--- src/rtl/rr_grant_index.sv ---
// rr_grant_index: round-robin arbiter over NUM_REQ level requests.
// The winner is presented as a registered binary index with a valid/ready
// handshake. The grant is held until accepted, after which the priority
// pointer moves to the slot just past the winner.
//
// Optional feature macro: RR_BACK2BACK_EN
//   defined   - on acceptance, re-arbitrate in the same edge (1 grant/cycle)
//   undefined - acceptance always returns to IDLE (1 grant per 2 cycles)
//
// state | meaning
// ------+-------------------------------------------------------------
// IDLE  | no grant presented; arbitrate as soon as any request is high
// GRANT | gnt_idx presented with valid high, held until gnt_ready_i
module rr_grant_index #(
  parameter int unsigned NUM_REQ = 16,
  parameter int unsigned IDX_W   = 4
) (
  input  logic               clk,
  input  logic               reset_n,
  input  logic [NUM_REQ-1:0] req_i,
  input  logic               gnt_ready_i,
  output logic               gnt_valid_o,
  output logic [IDX_W-1:0]   gnt_idx_o
);

  typedef enum logic {
    IDLE  = 1'b0,
    GRANT = 1'b1
  } state_e;

  state_e           state_q, state_d;
  logic [IDX_W-1:0] ptr_q, ptr_d;
  logic [IDX_W-1:0] gnt_idx_q, gnt_idx_d;

  logic             handshake;
  logic [IDX_W-1:0] ptr_inc;
  logic [IDX_W-1:0] sel_base;
  logic [IDX_W-1:0] sel_idx;

  // First set request scanning circularly from base; base itself when none is
  // set (callers only use the result when at least one request is high).
  function automatic logic [IDX_W-1:0] rr_pick(input logic [NUM_REQ-1:0] req,
                                               input logic [IDX_W-1:0]   base);
    logic [IDX_W-1:0] pick;
    logic [IDX_W-1:0] pos;
    logic             found;
    pick  = base;
    found = 1'b0;
    for (int unsigned k = 0; k < NUM_REQ; k++) begin
      pos = IDX_W'((32'(base) + k) % NUM_REQ);
      if (!found && req[pos]) begin
        pick  = pos;
        found = 1'b1;
      end
    end
    return pick;
  endfunction

  // Handshake and the post-acceptance pointer value. In GRANT the scan base is
  // the slot after the current winner, so a back-to-back re-arbitration already
  // sees the rotated priority.
  always_comb begin
    handshake = (state_q == GRANT) && gnt_ready_i;
    ptr_inc   = (gnt_idx_q == IDX_W'(NUM_REQ - 1)) ? '0 : gnt_idx_q + IDX_W'(1);
    sel_base  = (state_q == GRANT) ? ptr_inc : ptr_q;
    sel_idx   = rr_pick(req_i, sel_base);
  end

  // Next-state, pointer and grant index.
  always_comb begin
    state_d   = state_q;
    ptr_d     = ptr_q;
    gnt_idx_d = gnt_idx_q;
    case (state_q)
      IDLE: begin
        if (|req_i) begin
          gnt_idx_d = sel_idx;
          state_d   = GRANT;
        end
      end
      GRANT: begin
        if (handshake) begin
          ptr_d = ptr_inc;
`ifdef RR_BACK2BACK_EN
          if (|req_i) begin
            gnt_idx_d = sel_idx;
          end else begin
            state_d = IDLE;
          end
`else
          state_d = IDLE;
`endif
        end
      end
      default: state_d = IDLE;
    endcase
  end

  // State registers; reset drops any grant in flight without replay.
  always_ff @(posedge clk or negedge reset_n) begin
    if (!reset_n) begin
      state_q   <= IDLE;
      ptr_q     <= '0;
      gnt_idx_q <= '0;
    end else begin
      state_q   <= state_d;
      ptr_q     <= ptr_d;
      gnt_idx_q <= gnt_idx_d;
    end
  end

  // Outputs come straight from flops; the index keeps its last value in IDLE.
  assign gnt_valid_o = (state_q == GRANT);
  assign gnt_idx_o   = gnt_idx_q;

endmodule

--- config.mk ---
export PLATFORM = sky130hd
export DESIGN_NAME = rr_grant_index
export DESIGN_NICKNAME = d
export VERILOG_FILES = /design/src/rtl/rr_grant_index.sv
export SDC_FILE = /design/constraint.sdc
export NUM_CORES = 1
export LEC_CHECK = 0
export CAP_MARGIN = 10
export CORE_AREA = 4 4 87 89
export DETAILED_ROUTE_END_ITERATION = 7
export DIE_AREA = 0 0 91 93
export GPL_TIMING_DRIVEN = 1
export HOLD_SLACK_MARGIN = 0.1
export PLACE_DENSITY = 0.56
export SETUP_SLACK_MARGIN = 0.15
export SLEW_MARGIN = 0
export SYNTH_ARGS = -nofsm -noshare
export SYNTH_HDL_FRONTEND = slang
export SYNTH_SLANG_ARGS = --single-unit
export TNS_END_PERCENT = 1
--- constraint.sdc ---
create_clock -name clk -period 4.87 [get_ports clk]
set_clock_uncertainty 0.1 [all_clocks]
set_input_delay 0.974 -clock clk [delete_from_list [all_inputs] [get_ports clk]]
set_output_delay 0.974 -clock clk [all_outputs]
set_load 0.005 [all_outputs]
==> metrics.txt <==
fraction of layout cells with a size suffix above 1=18.1%; fmax=227 MHz; status=finished clean; Core ar.=6760 um^2; Hold Path Stages=2; Most used DFF post-synth=dfrtp_1; Clk Latency, worst-skew pair=0.23 ns; RD Place Congestion=0.907; Slew Limit Fails=0; HPWL after detailed placement=6850 um; Tcrit/Tclk final=90.5%; pin count of the biggest net entering global routing=17; synth warn=0; ANT nets after route=0; Crit Path Class=reg -> reg; clk slew on worst S/H paths=0.04 ns; synthesized instance count=301; GRT Util Overall=20.6%; crit path max fanout=10; vias in the first global route=2,578; critical path required time=4.88 ns; Syn Area/Cell=8.90 um^2; Finish-stage setup viols=0; floorplan row count=30; antenna cell count=0; Critical Path AT=4.42 ns; Yosys cell types=73; Yosys top cell area share=13.7%; clk sink count=9; Root Driver=clkbuf_8; Area growth, synth to finish=15.8%; CTS buffer count=3; max_cap viols=0; initial antenna violation count=0; CTS tree=done; first-pass detailed-route iteration total=5; first-pass GRT wire length=14,100 um; fin util=45.9%; port bufs=23; Synth area leaders=mux4_1 14%, dfrtp_1 8.4%, mux2i_1 7.8%, mux4_2 7.6%, mux2_2 5.0%; nature of the critical path startpoint=flip-flop; H-tree depth=1; Mapped Nets=328; DIE AREA=8460 um^2; Post-synth ARST share=100%; Final Instance Count excl. Fillers=411; Top-Level Pins=24; Max clock buf depth=2; DRC viols=0; critical path capture point type=flip-flop; routed wire length=8730 um; Worst Hold Class=reg -> reg; first-iteration detailed-routing DRC count=256; worst r2r path cells=13; post-synth top area cell=mux4_1; worst rel slew slack=54.8%; final critical-path required period=4.41 ns; Mapped Area=2680 um^2; Vias=2,664; final setup TNS=0 ns; Placed Instances=406; unrepaired setup endpoints after global routing=false; routed len/inst=21.2 um; Post-CTS Hold Buffers=0; Die Height=93 um; Fin. Hold Viols=0; post-synthesis register bit count=9; Least-Margin Pin Slew=0.673 ns; fin nets=359; Post-synth EDFFs=0; global route overflow=0; sequential area share after synthesis=8.41%; initial core utilization=39.6%; die width=91 um; number of vias per cell=6.48
==> worst paths after layout <==
| path | slack (ns) | from | endpoint |
|---|---|---|---|
| hold / removal | 0.39 | ptr_q[2] | ptr_q[2] |
| min in group asynchronous | 0.95 | reset_n | ptr_q[3] |
| setup reg to reg | 0.46 | gnt_idx_o[0] | gnt_idx_o[1] |
| max in group asynchronous | 3.42 | reset_n | gnt_idx_o[2] |
| hold reg to reg | 0.39 | ptr_q[2] | ptr_q[2] |
| setup / recovery | 0.46 | gnt_idx_o[0] | gnt_idx_o[1] |
==> flip-flops by register name (all words and copies together), names as in the netlist <==
signal,cells
gnt_idx_o,4
ptr_q,4
gnt_valid_o,1
==> per-layer routing <==
| metal | track usage, % | part of all wire (%) | wire (um) |
|---|---|---|---|
| met2 | 34.2 | 47 | 4110 |
| met4 | 4.77 | 2.0 | 171 |
| met5 | 0 | 0 | 0 |
| met1 | 29.6 | 46 | 3980 |
| met3 | 1.21 | 5.4 | 469 |
==> cells in the mapped netlist, drive strengths merged (8+ instances only) <==
cell	number
a21oi	19
clkbuf	8
dfrtp	9
ha	8
inv	17
mux2	13
mux2i	22
mux4	24
nand2	29
nand3	8
nand4	8
nor2	24
o21ai	18
xnor2	8
==> metrics by stage <==
stage                     area, um^2  hold slack, ns  setup WS, ns
after global placement          3030           0.377         0.400
after detailed placement        3030           0.377         0.319
final                           3100           0.393         0.462
after CTS                       3080           0.388         0.294
after floorplan                 2680           0.351         0.335
after global routing            3100           0.417         0.218
==> cell usage in the layout (no fill, tap or decap), types with 2 or more instances in the layout <==
cell and count:
a221o_1 2, inv_1 16, nand3_1 6, nor2b_1 2, xor2_1 2, clkbuf_8 3, nor3b_1 3, and3_1 4
nand2_1 28, clkinv_1 2, o21a_1 4, nor3_1 5, a32oi_1 2, nor2_1 24, mux2i_1 21, o32ai_1 2
a211o_1 2, or2_2 2, dfrtp_1 9, o211ai_1 2, nand4_1 7, o21ai_0 17, mux4_1 14, o22ai_1 4
buf_4 15, o31ai_1 4, nor4_1 5, clkdlybuf4s50_1 23, a211oi_1 6, ha_1 7, mux4_2 9, xnor2_1 7
a21oi_1 19, mux2_2 12, nand2b_1 3
==> cell families after synthesis <==
kind of cell | after synthesis | synth area share, %
AOI/OAI and AO/OA | 85 | 22.3
xor gates and xnor gates | 10 | 3.55
buffers and inverters | 32 | 6.07
and+or+nand+nor | 98 | 19.5
DFF | 9 | 8.41
muxes | 59 | 36.4
adders and majority gates | 8 | 3.74
==> final cells by class <==
| type | instances | area, um^2 |
|---|---|---|
| repair buffers | 39 | 363 |
| well taps | 80 | 100 |
| multi-input cells | 260 | 2290 |
| clock buffers | 4 | 45.0 |
| flip-flops and latches | 9 | 225 |
| inverters | 19 | 73.8 |
| fillers | 677 | 3650 |
==> repair_timing <==
item                                    4_1_cts  5_1_grt
endpoints found under the setup margin        0        4
resized for setup                             0        2
setup buffers                                 0        1
==> critical path, cell delays in order (launching register included) <==
cell,delay (ns)
dfrtp_1,0.43
ha_1,0.27
a31oi_2,0.29
mux2i_4,0.21
ha_2,0.49
mux4_1,0.40
mux4_1,0.67
or2_4,0.30
nor3_4,0.20
buf_12,0.15
nand3_2,0.08
a211oi_1,0.29
nor3_1,0.09
a221o_1,0.30
Power is not shown: default switching activity piles up to over one toggle a cycle in this logic, so the estimate is an artifact.
